**src/rtl/seg_scan_pkg.sv**
```systemverilog
// ------------------------------------------------------------------
// seg_scan_pkg: shared constants and types for the 7-segment scanner.
// Rev 1.0
// ------------------------------------------------------------------
`default_nettype none

package seg_scan_pkg;

  localparam int NUM_DIGITS = 4;

  typedef enum logic [0:0] {
    SCAN_BLANK = 1'b0,
    SCAN_SHOW  = 1'b1
  } scan_state_t;

  // Active-low segments, bit6=a .. bit0=g
  localparam logic [6:0] SEG_BLANK = 7'b1111111;
  localparam logic [6:0] SEG_DASH  = 7'b1111110;
  localparam logic [6:0] SEG_0     = 7'b0000001;
  localparam logic [6:0] SEG_1     = 7'b1001111;
  localparam logic [6:0] SEG_2     = 7'b0010010;
  localparam logic [6:0] SEG_3     = 7'b0000110;
  localparam logic [6:0] SEG_4     = 7'b1001100;
  localparam logic [6:0] SEG_5     = 7'b0100100;
  localparam logic [6:0] SEG_6     = 7'b0100000;
  localparam logic [6:0] SEG_7     = 7'b0001111;
  localparam logic [6:0] SEG_8     = 7'b0000000;
  localparam logic [6:0] SEG_9     = 7'b0000100;

  function automatic int cnt_width(input int n);
    return (n > 1) ? $clog2(n) : 1;
  endfunction

endpackage

`default_nettype wire

```
**src/rtl/seg7_decode.sv**
```systemverilog
// ------------------------------------------------------------------
// seg7_decode: BCD nibble to active-low 7-segment pattern, dash for 10-15.
// Rev 1.0
// ------------------------------------------------------------------
`default_nettype none

module seg7_decode
  import seg_scan_pkg::*;
(
  input  logic [3:0] nibble,
  output logic [6:0] seg
);

  always_comb begin
    seg = SEG_DASH;
    case (nibble)
      4'd0:    seg = SEG_0;
      4'd1:    seg = SEG_1;
      4'd2:    seg = SEG_2;
      4'd3:    seg = SEG_3;
      4'd4:    seg = SEG_4;
      4'd5:    seg = SEG_5;
      4'd6:    seg = SEG_6;
      4'd7:    seg = SEG_7;
      4'd8:    seg = SEG_8;
      4'd9:    seg = SEG_9;
      default: seg = SEG_DASH;
    endcase
  end

endmodule

`default_nettype wire

```
**src/rtl/seg_scan_ctrl.sv**
```systemverilog
// ------------------------------------------------------------------
// seg_scan_ctrl: 4-digit multiplexed 7-seg scanner with frame-synchronous
// loads; optional blinking via macro SEG_SCAN_BLINK_EN.  Rev 1.0
// ------------------------------------------------------------------
`default_nettype none

module seg_scan_ctrl
  import seg_scan_pkg::*;
#(
  parameter int SCAN_DIV  = 12500,
  parameter int BLANK_CYC = 16,
  parameter int BLINK_DIV = 62500000
) (
  input  logic                    clk,
  input  logic                    rst,
  input  logic [NUM_DIGITS*4-1:0] digits,
  input  logic [NUM_DIGITS-1:0]   dig_en,
  input  logic [NUM_DIGITS-1:0]   blink_mask,
  input  logic                    load,
  output logic [NUM_DIGITS-1:0]   en,
  output logic [6:0]              m_disp,
  output logic                    frame_done
);

  localparam int SW = cnt_width(SCAN_DIV);
  localparam int DW = cnt_width(NUM_DIGITS);
  localparam logic [SW-1:0] SLOT_LAST  = SW'(SCAN_DIV - 1);
  localparam logic [SW-1:0] BLANK_LAST = SW'(BLANK_CYC - 1);
  localparam logic [DW-1:0] DIG_LAST   = DW'(NUM_DIGITS - 1);

  scan_state_t           state, state_nxt;
  logic [SW-1:0]         slot_cnt;
  logic [DW-1:0]         dig_idx;
  logic                  slot_end, frame_end;

  logic [NUM_DIGITS*4-1:0] stg_digits, sh_digits;
  logic [NUM_DIGITS-1:0]   stg_en, sh_en, stg_blink, sh_blink;
  logic                    pending;
  logic [NUM_DIGITS-1:0]   hide;

  logic [3:0]              cur_nibble;
  logic [6:0]              cur_seg;
  logic [NUM_DIGITS-1:0]   en_nxt;
  logic [6:0]              seg_nxt;

  assign slot_end  = (slot_cnt == SLOT_LAST);
  assign frame_end = slot_end && (dig_idx == DIG_LAST);
  // Gated by rst so a reset landing on the terminal cycle emits no pulse
  assign frame_done = frame_end && !rst;

  always_ff @(posedge clk) begin
    if (rst) begin
      state    <= SCAN_BLANK;
      slot_cnt <= '0;
      dig_idx  <= '0;
    end else begin
      state    <= state_nxt;
      slot_cnt <= slot_end ? '0 : slot_cnt + SW'(1);
      if (slot_end)
        dig_idx <= (dig_idx == DIG_LAST) ? '0 : dig_idx + DW'(1);
    end
  end

  assign cur_nibble = sh_digits[{dig_idx, 2'b00} +: 4];

  seg7_decode u_dec (
    .nibble (cur_nibble),
    .seg    (cur_seg)
  );

  always_comb begin
    state_nxt = state;
    en_nxt    = '1;
    seg_nxt   = SEG_BLANK;
    case (state)
      SCAN_BLANK: if (slot_cnt == BLANK_LAST) state_nxt = SCAN_SHOW;
      SCAN_SHOW: begin
        if (slot_end) state_nxt = SCAN_BLANK;
        if (sh_en[dig_idx] && !hide[dig_idx]) begin
          en_nxt[dig_idx] = 1'b0;
          seg_nxt         = cur_seg;
        end
      end
      default: state_nxt = SCAN_BLANK;
    endcase
  end

  always_ff @(posedge clk) begin
    if (rst) begin
      en     <= '1;
      m_disp <= SEG_BLANK;
    end else begin
      en     <= en_nxt;
      m_disp <= seg_nxt;
    end
  end

  // Shadow only changes at a frame boundary so a frame never mixes values
  always_ff @(posedge clk) begin
    if (rst) begin
      stg_digits <= '0;
      stg_en     <= '0;
      stg_blink  <= '0;
      sh_digits  <= '0;
      sh_en      <= '0;
      sh_blink   <= '0;
      pending    <= 1'b0;
    end else begin
      if (load) begin
        stg_digits <= digits;
        stg_en     <= dig_en;
        stg_blink  <= blink_mask;
      end
      if (frame_end) begin
        pending <= 1'b0;
        if (load) begin
          sh_digits <= digits;
          sh_en     <= dig_en;
          sh_blink  <= blink_mask;
        end else if (pending) begin
          sh_digits <= stg_digits;
          sh_en     <= stg_en;
          sh_blink  <= stg_blink;
        end
      end else if (load) begin
        pending <= 1'b1;
      end
    end
  end

`ifdef SEG_SCAN_BLINK_EN
  localparam int BW = cnt_width(BLINK_DIV);
  localparam logic [BW-1:0] BLINK_LAST = BW'(BLINK_DIV - 1);

  logic [BW-1:0] blink_cnt;
  logic          blink_on;

  always_ff @(posedge clk) begin
    if (rst) begin
      blink_cnt <= '0;
      blink_on  <= 1'b1;
    end else if (blink_cnt == BLINK_LAST) begin
      blink_cnt <= '0;
      blink_on  <= ~blink_on;
    end else begin
      blink_cnt <= blink_cnt + BW'(1);
    end
  end

  assign hide = blink_on ? '0 : sh_blink;
`else
  logic unused_blink;
  assign unused_blink = ^sh_blink;
  assign hide         = '0;
`endif

endmodule

`default_nettype wire

```
**config.mk**
```make
export PLATFORM = sky130hd
export DESIGN_NAME = seg_scan_ctrl
export DESIGN_NICKNAME = d
export VERILOG_FILES = /design/src/rtl/seg_scan_pkg.sv /design/src/rtl/seg7_decode.sv /design/src/rtl/seg_scan_ctrl.sv
export SDC_FILE = /design/constraint.sdc
export NUM_CORES = 1
export LEC_CHECK = 0
export ABC_AREA = 1
export BUFFER_PORTS_ARGS = -buffer_cell sky130_fd_sc_hd__buf_2
export CAP_MARGIN = 0
export CELL_PAD_IN_SITES_DETAIL_PLACEMENT = 1
export CELL_PAD_IN_SITES_GLOBAL_PLACEMENT = 1
export CORE_ASPECT_RATIO = 0.5
export CORE_MARGIN = 3
export CORE_UTILIZATION = 43
export CTS_BUF_LIST = sky130_fd_sc_hd__clkbuf_8
export DETAILED_ROUTE_END_ITERATION = 7
export GPL_TIMING_DRIVEN = 0
export MAX_ROUTING_LAYER = met4
export PLACE_DENSITY_LB_ADDON = 0.2
export SLEW_MARGIN = 20
export SYNTH_ARGS = -nofsm -noshare
export SYNTH_HDL_FRONTEND = slang
export SYNTH_HIERARCHICAL = 1
export SYNTH_SLANG_ARGS = --single-unit
export TNS_END_PERCENT = 5
```
**constraint.sdc**
```tcl
create_clock -name clk -period 2.7 [get_ports clk]
set_input_delay 0.405 -clock clk [delete_from_list [all_inputs] [get_ports clk]]
set_output_delay 0.405 -clock clk [all_outputs]
set_load 0.02 [all_outputs]
```
# ---- After elaboration in Yosys (flattened, before gate mapping)
# Memories as Yosys holds them, arrays and structs flattened. A register that Yosys moved wholly into a read port is not among the register bits.
# Index checks and enable logic that the tools add are counted.
dict set report totals {
  regBits 62
  latch_bits 0
  ram_bits 0
  rom_bits 112
  inputBits 27
  output_inout_bits 12
  word_cells 46
  n_memories 1
}
# name depth width rd rd_ports_with_merged_regs wr line_no
set mem_list {}
lappend mem_list {{(no name shown)} 16 7 1 1 0 seg7_decode.sv:16} ;# case (nibble)
dict set report classes {
  n_addsub 2
  multipliers 0
  n_div 0
  n_lt_le_gt_ge 2
  eq_ne 3
  shift 1
  muxes 14
  n_bitwise 3
  reduce_logical 11
}
# cell n
set op_table {}
lappend op_table {{$mux 16} 2}
lappend op_table {{$shiftx 16x5->4} 1}
lappend op_table {{$add 14x1->14 const B} 1}
lappend op_table {{$eq 14x14->1 const B} 1}
lappend op_table {{$eq 14x4->1 const B} 1}
lappend op_table {{$mux 4} 2}
lappend op_table {{$mux 1} 5}
lappend op_table {{$bmux 1 s2} 2}
lappend op_table {{$logic_and 1x1->1} 4}
lappend op_table {{$not 4->4} 1}
lappend op_table {{$reduce_or 2->1} 2}
lappend op_table {{$lt 2x3->1 const B} 1}
lappend op_table {{$reduce_or 3->1} 1}
lappend op_table {{$add 2x1->2 const B} 1}
lappend op_table {{$demux 1 s2} 1}
lappend op_table {{$eq 2x2->1 const B} 1}
lappend op_table {{$ge 2x1->1 const B} 1}
lappend op_table {{$logic_not 1->1} 2}
lappend op_table {{$mux 2} 1}
lappend op_table {{$not 1->1} 2}
lappend op_table {{$pmux 1 s2} 1}
lappend op_table {{$reduce_and 2->1} 1}
lappend op_table {{$reduce_bool 2->1} 1}

# ---- Depth between registers and ports, before layout
# Gate-level depths: netlist (run 1).
dict set report logic_depth {
  word_depth 6
  mapped_depth 13
  ltp_nobuf 12
}

# ---- Hierarchy
# Netlist (run 1), hierarchy kept.
# mod n_inst cells_per_inst area_per_inst_um2 seq_area_each_um2
set by_module_without_submodules {}
lappend by_module_without_submodules {seg_scan_ctrl 1 444 3088.0 1381.3}
lappend by_module_without_submodules {seg7_decode 1 35 186.4 0.0}

# ---- Least setup slack after synthesis (run 1)
# OpenSTA, ideal clock, no wires.
dict set report synth_path {
  path_kind {reg-to-reg}
  start {reg dig_idx[0]}
  end {reg m_disp[3]}
  setup_ns 0.119
  t_arrival_ns 1.815
  t_required_ns 2.581
  path_slack_ns 0.767
  stages_incl_launch_ff 13
  path_buffers 2
  period_less_slack_ns 1.933
  path_cell_list {dfxtp_1 -> clkbuf_2 -> inv_1 -> buf_2 -> a21oi_1 -> a21oi_1 -> inv_1 -> ha_1 -> nand2_1 -> nand3_1 -> nand2_1 -> inv_1 -> nand2_1}
}
dict set report synth_between {
  word_cells_on_any_way 9
  classes_between {shift (1); mux (4); bitwise (1); reduce/logical (3)}
}
# item line_no
set synth_rtl {}
lappend synth_rtl {{start, declared} seg_scan_ctrl.sv:33} ;# logic [DW-1:0] dig_idx;
lappend synth_rtl {{start signal, assigned} seg_scan_ctrl.sv:60} ;# dig_idx <= (dig_idx == DIG_LAST) ? '0 : dig_idx + DW'(1);
lappend synth_rtl {{$shiftx 16x5->4} seg_scan_ctrl.sv:64} ;# assign cur_nibble = sh_digits[{dig_idx, 2'b00} +: 4];
lappend synth_rtl {{net cur_nibble[1]} seg_scan_ctrl.sv:41} ;# logic [3:0] cur_nibble;
lappend synth_rtl {{end, declared} seg_scan_ctrl.sv:21} ;# output logic [6:0] m_disp,
# The timed path passes the listed nets, and every way through them passes these cells. The select of a mux whose other input is x is not followed.
# A chain may end at the register's enable or synchronous reset.

# ---- Worst setup path in the final report (run 1)
# Same ends and word-level chain as after synthesis.

==> results of run 1 <==
-- cell families after synthesis --
group | after synthesis | share of synthesized area
AOI/OAI and AO/OA | 49 | 0.0772
xor gates and xnor gates | 5 | 0.0134
adders and majority gates | 10 | 0.0382
buffers and inverters | 113 | 0.139
DFF | 69 | 0.422
and+or+nand+nor | 233 | 0.311
-- placed cells by master, fill, tap and decap left out --
master / instances
sky130_fd_sc_hd__buf_2: 36
sky130_fd_sc_hd__nor4_1: 1
sky130_fd_sc_hd__clkinv_2: 2
sky130_fd_sc_hd__clkbuf_1: 11
sky130_fd_sc_hd__nor2_4: 1
sky130_fd_sc_hd__bufinv_16: 2
sky130_fd_sc_hd__xnor2_1: 1
sky130_fd_sc_hd__nand2_2: 2
sky130_fd_sc_hd__or2_2: 1
sky130_fd_sc_hd__nand2_1: 107
sky130_fd_sc_hd__clkinv_1: 2
sky130_fd_sc_hd__nand4_1: 24
sky130_fd_sc_hd__clkinv_4: 1
sky130_fd_sc_hd__nor3_2: 2
sky130_fd_sc_hd__o21ai_0: 27
sky130_fd_sc_hd__o21ai_2: 1
sky130_fd_sc_hd__clkbuf_8: 10
sky130_fd_sc_hd__o2bb2ai_1: 1
sky130_fd_sc_hd__a21oi_1: 20
sky130_fd_sc_hd__ha_1: 10
sky130_fd_sc_hd__clkbuf_2: 1
sky130_fd_sc_hd__nor3_1: 3
sky130_fd_sc_hd__buf_1: 1
sky130_fd_sc_hd__nand3_1: 18
sky130_fd_sc_hd__clkinvlp_4: 1
sky130_fd_sc_hd__xor2_1: 4
sky130_fd_sc_hd__inv_1: 87
sky130_fd_sc_hd__or2_1: 1
sky130_fd_sc_hd__nand4_2: 1
sky130_fd_sc_hd__buf_4: 3
sky130_fd_sc_hd__buf_6: 2
sky130_fd_sc_hd__inv_2: 4
sky130_fd_sc_hd__dfxtp_1: 69
sky130_fd_sc_hd__nor2_2: 6
sky130_fd_sc_hd__nor2_1: 66
-- metal layers --
layer	up-vias	GRT usage	share of wire
met5	-	-	0
met4	0	0.0544	0.014
met3	10	0.0616	0.034
met2	31	0.341	0.47
met1	1369	0.233	0.48
li1	1561	-	-
-- synthesized netlist by cell type (all sizes together) --
| library cell | number | area, µm² |
|---|---|---|
| a21oi | 20 | 100 |
| buf | 8 | 58.8 |
| clkbuf | 12 | 46.3 |
| clkinv | 2 | 7.51 |
| dfxtp | 69 | 1380 |
| ha | 10 | 125 |
| inv | 91 | 342 |
| nand2 | 109 | 414 |
| nand3 | 18 | 90.1 |
| nand4 | 25 | 163 |
| nor2 | 73 | 297 |
| nor3 | 5 | 35.0 |
| nor4 | 1 | 6.26 |
| o21ai | 28 | 144 |
| o2bb2ai | 1 | 8.76 |
| or2 | 2 | 12.5 |
| xnor2 | 1 | 8.76 |
| xor2 | 4 | 35.0 |
-- power by group --
| group | total, mW | internal [mW] | switching (mW) |
|---|---|---|---|
| clock network | 0.949 | 0.543 | 0.406 |
| registers | 1.05 | 1.04 | 0.00668 |
| logic | 0.111 | 0.0390 | 0.0720 |
| total | 2.11 | 1.62 | 0.485 |
-- registers in the layout, indices dropped and copies added (netlist names), 2 cells and up --
| register | flops |
|---|---|
| slot_cnt | 14 |
| stg_en | 4 |
| sh_digits | 16 |
| m_disp | 7 |
| sh_en | 4 |
| en | 4 |
| dig_idx | 2 |
| stg_digits | 16 |
-- worst max path at each step --
| stage | startpoint | endpoint | slack [ns] | cells after the start |
|---|---|---|---|---|
| finish | dig_idx[0] | m_disp[3] | 0.35 | 12 |
| global route | dig_idx[0] | m_disp[3] | 0.05 | 12 |
| CTS | dig_idx[0] | m_disp[3] | 0.36 | 12 |
| detailed placement | dig_idx[0] | m_disp[3] | 0.39 | 12 |
| global placement | dig_idx[0] | m_disp[3] | 0.46 | 12 |
| floorplan | dig_idx[0] | m_disp[3] | 0.77 | 12 |
-- worst max-delay path: stages, from the launching register on --
cell	delay, ns
sky130_fd_sc_hd__dfxtp_1	0.33
sky130_fd_sc_hd__clkbuf_2	0.18
sky130_fd_sc_hd__inv_1	0.18
sky130_fd_sc_hd__buf_2	0.26
sky130_fd_sc_hd__a21oi_1	0.12
sky130_fd_sc_hd__a21oi_1	0.35
sky130_fd_sc_hd__inv_1	0.18
sky130_fd_sc_hd__ha_1	0.31
sky130_fd_sc_hd__nand2_1	0.06
sky130_fd_sc_hd__nand3_1	0.12
sky130_fd_sc_hd__nand2_1	0.05
sky130_fd_sc_hd__inv_1	0.05
sky130_fd_sc_hd__nand2_1	0.04
-- cell type report --
class,instances,share of cell area
sequential,69,0.365
multi-input combinational,297,0.380
inverter,93,0.0923
clock buffer,10,0.0364
clock inverter,6,0.0228
timing repair buffer,34,0.0450
buffer,20,0.0278
tap,92,0.0304
-- per-stage QoR --
step	instances	cell area, µm²	hold WS, ns	total power, mW
6_report	621	3780	0.243	2.11
3_5_place_dp	605	3560	0.450	1.18
4_1_cts	621	3780	0.237	2.13
3_3_place_gp	605	3560	0.431	1.18
2_1_floorplan	479	3270	0.417	1.14
5_1_grt	621	3780	0.255	2.19
==> impl_metrics.toml, run 1 <==
[status]
run_status = "finished, final reports clean"

[setup_path]
ff_to_ff_end = "m_disp[3]"
worstSetupEndpointType = "register"
worstReg2RegStart = "dig_idx[0]"
setup.worst_path.class = "reg2reg"
worst-endpoint-required_ns = 2.94
cp_max_fo = 11
setup.reg_to_reg.worst_slack_ns = 0.35
cp_data_arrival_time_ns = 2.59
timing.reg2reg.worst_path_depth = 12
worst_setup_path_start_kind = "register"

[clock_network]
numClockSinks = 69
cts_max_level = 3
clock_tree_from_tritoncts = "yes"
clock_tree.buffer_depth = 2
tritoncts.num_buffers = 9
post_cts_resize_count = 0
postCtsSetupBuffers = 0
cts.hold.buffers_added = 0
clockRootBuffer = "sky130_fd_sc_hd__clkbuf_8"
clock_latency_late_sink_ns = 0.36
clk_pin_slew_ns = 0.07

[floorplanning]
io_pins = 39
die_height_um = 67.7
floorplan.rows = 21
coreArea_um2 = 7020
initial_utilization = 0.467
die-area_um2 = 8760
die_width_um = 129

[synth]
syn_avg_cell_area_um2 = 6.84
proportion_of_synthesized_chip_area_in_sequential_cells = 0.422
synth_nets = 516
netlist-cell-type-count = 30
synth_area_um2 = 3270
syn-instance-count = 479
yosysWarnings = 6
postSynthRegisterBits = 69

[job]
max_cap_violations = 0

[worst_hold_path]
worstHoldStart = "rst"
class_of_the_tightest_hold_or_removal_check = "in2reg"
hold_path_end = "stg_digits[0]"
hold_path_depth = 2

[power_and_ir_drop]
power.density_nw_per_um2 = 557
leakagePower_nw = 1.75
vdd.ir_drop.worst_mv = 0.236

[timing]
final_number_of_setup_violating_endpoints = 0
timing.setup.tns_ns = 0
post-route-min-period_ns = 2.35
finalClockSkew_ns = 0.00836
slew_headroom = 0.588
timing_max_transition_violations_final = 0
report.final.hold_viol_count = 0
rsz0062_at_grt = "no"
post_layout_worst_setup_margin_ns = 0.353
period_share = 0.869
maximum_clock_frequency_mhz = 426
timing_worst_slew_pin_value_ns = 0.618

[cells_and_area]
combined_area_of_the_multi_input_logic_cells_um2 = 1440
syn_to_final_growth_pct = 15.6
antennaDiodeCount = 0
final_net_count = 561
utilization = 0.539
fillers = 966
area_taken_by_flip_flops_and_latches_um2 = 1380
post_route_cells_drive_above_1_share = 0.144

[route]
finalWirelength_mm = 7.82
detail_route_antenna_nets = 0
total_vias_in_the_final_route = 2971
avgRoutedWirePerCell_um = 12.6
drc_errors = 0
routed_via_density = 4.78
detail_route.iter0.violations = 107
drt_pass_1_iters = 4

[global_route]
grt_max_degree = 13
global_route_wire_length_before_repair_mm = 13.1
track_usage = 0.200
antenna_found_initial = 0
first_global_vias = 2876
grt.overflow.total = 0

[placed_design]
globalplace.congestion = 0.809
portBuffers = 34
post-place-ws_ns = 0.389
detailed_place_hpwl_mm = 5.81
(Power assumes the default switching activity.)
==> run 2, diff against run 1 <==
- CORE_MARGIN: 3 -> 5
==> run 2 against run 1 <==
  * Critical path depth unchanged
  * Register-to-register slack improved by 0.06 ns
  * Critical endpoint unchanged
  * Final cell count increased by 0.48%
  * Largest cell class unchanged
  * Combinational power about the same
  * Cell area decreased by 1.2%
  * Sequential power about the same
  * Power decreased by 8.5%
==> impl_metrics.toml, run 2 (synthesized netlist as in run 1, its figures left out) <==
[status]
run_status = "finished, final reports clean"

[timing]
hold-worst-slack_ns = 0.270
rsz0062_at_grt = "no"
slew_headroom = 0.582
timing_worst_slew_pin_value_ns = 0.626
post-route-min-period_ns = 2.29
report.final.hold_viol_count = 0
period_share = 0.849
timing_max_transition_violations_final = 0
timing.setup.tns_ns = 0
maximum_clock_frequency_mhz = 436
finalClockSkew_ns = 0.00967
post_layout_worst_setup_margin_ns = 0.408
final_number_of_setup_violating_endpoints = 0

[clock_network]
post_cts_resize_count = 0
clock_tree_from_tritoncts = "yes"
clock_latency_late_sink_ns = 0.34
cts_max_level = 3
clk_pin_slew_ns = 0.07
tritoncts.num_buffers = 9
clock_tree.buffer_depth = 2
cts.hold.buffers_added = 0
postCtsSetupBuffers = 0
clockRootBuffer = "sky130_fd_sc_hd__clkbuf_8"
numClockSinks = 69

[floorplanning]
initial_utilization = 0.444
die-area_um2 = 9570
die_width_um = 133
floorplan.rows = 22
coreArea_um2 = 7380
die_height_um = 71.7
io_pins = 39

[placed_design]
globalplace.congestion = 0.798
placement.cell_area_um2 = 3560
detailed_place_hpwl_mm = 5.93
post-place-ws_ns = 0.434
placed_cells_incl_taps = 609
portBuffers = 34

[route]
routed_via_density = 4.80
detail_route.iter0.violations = 122
finalWirelength_mm = 7.58
detail_route_antenna_nets = 0
total_vias_in_the_final_route = 2995
drt_pass_1_iters = 4
avgRoutedWirePerCell_um = 12.1
drc_errors = 0

[cells_and_area]
area_taken_by_flip_flops_and_latches_um2 = 1380
final_net_count = 561
layout_top_registers = "sh_digits x16, stg_digits x16, slot_cnt x14"
layout_common_cells = "sky130_fd_sc_hd__nand2_1, sky130_fd_sc_hd__inv_1, sky130_fd_sc_hd__dfxtp_1"
antennaDiodeCount = 0
final-instance-count-excl-fill = 624
utilization = 0.507
combined_area_of_the_multi_input_logic_cells_um2 = 1440
fillers = 1013
finalInstanceArea_um2 = 3740
layout.cells.most_common = "sky130_fd_sc_hd__nand2_1"
syn_to_final_growth_pct = 14.2
post_route_cells_drive_above_1_share = 0.134

[setup_path]
timing.critical_path.slowest_stage_cell = "sky130_fd_sc_hd__dfxtp_1"
worst-endpoint-required_ns = 2.93
crit_path_cell_trace = "clkbuf_2 > inv_1 > buf_2 > a21oi_1 > a21oi_1 > inv_1 > ha_1 > nand2_1 > nand3_1 > nand2_1 > inv_1 > nand2_1"
setup.worst_path.class = "reg2reg"
cp_max_fo = 11
worst_setup_path_start_kind = "register"
max_stage_delay_ns = 0.33
cp_data_arrival_time_ns = 2.52
worstSetupEndpointType = "register"

[global_route]
global_route_wire_length_before_repair_mm = 13.3
grt.overflow.total = 0
antenna_found_initial = 0
grt_max_degree = 12
gr-max-usage-layer = "met2"
met2_usage_in_global_routing = 0.292
first_global_vias = 2965
track_usage = 0.175
grt_util_met3 = 0.0533
grt_use_met1 = 0.212

[power_and_ir_drop]
leakagePower_nw = 1.74
power_mw = 1.93
vdd.ir_drop.worst_mv = 0.285
power.density_nw_per_um2 = 516

[job]
max_cap_violations = 0

[worst_hold_path]
class_of_the_tightest_hold_or_removal_check = "in2reg"
-- run 2: cell type report --
cell class	instances	area share
Clock inverter	6	0.0134
Inverter	93	0.0934
Clock buffer	9	0.0331
Sequential cell	69	0.369
Tap cell	96	0.0321
Multi-Input combinational cell	297	0.385
Buffer	20	0.0281
Timing Repair Buffer	34	0.0455
-- run 2: path summary, 6_finish.rpt --
| path | startpoint | to | slack, ns | cells past startpoint |
|---|---|---|---|---|
| setup reg to reg | dig_idx[0] | m_disp[3] | 0.41 | 12 |
| hold reg to reg | slot_cnt[0] | slot_cnt[0] | 0.45 | 1 |
| hold / removal | rst | stg_digits[0] | 0.27 | 2 |
| setup / recovery | dig_idx[0] | m_disp[3] | 0.41 | 12 |
-- run 2: where the power goes --
part / total, mW / internal [mW] / switching [mW]
logic: 0.110 / 0.0389 / 0.0706
registers: 1.05 / 1.04 / 0.00668
clock network: 0.771 / 0.407 / 0.364
-- run 2: routing by layer --
metal | part of all wire | wire (µm) | up-vias
met3 | 0.036 | 271 | 7
met5 | 0 | 0 | -
li1 | - | - | 1556
met4 | 0.0084 | 64 | 0
met1 | 0.48 | 3650 | 1404
met2 | 0.47 | 3590 | 28
-- run 2: critical path: cells and delay by family (launching register included) --
family	cells	cell delay [ns]
AO/OA/AOI/OAI	2	0.44
buffers and inverters	5	0.82
AND/OR/NAND/NOR	4	0.27
adder cells (fa/ha/maj)	1	0.31
flip-flops	1	0.33
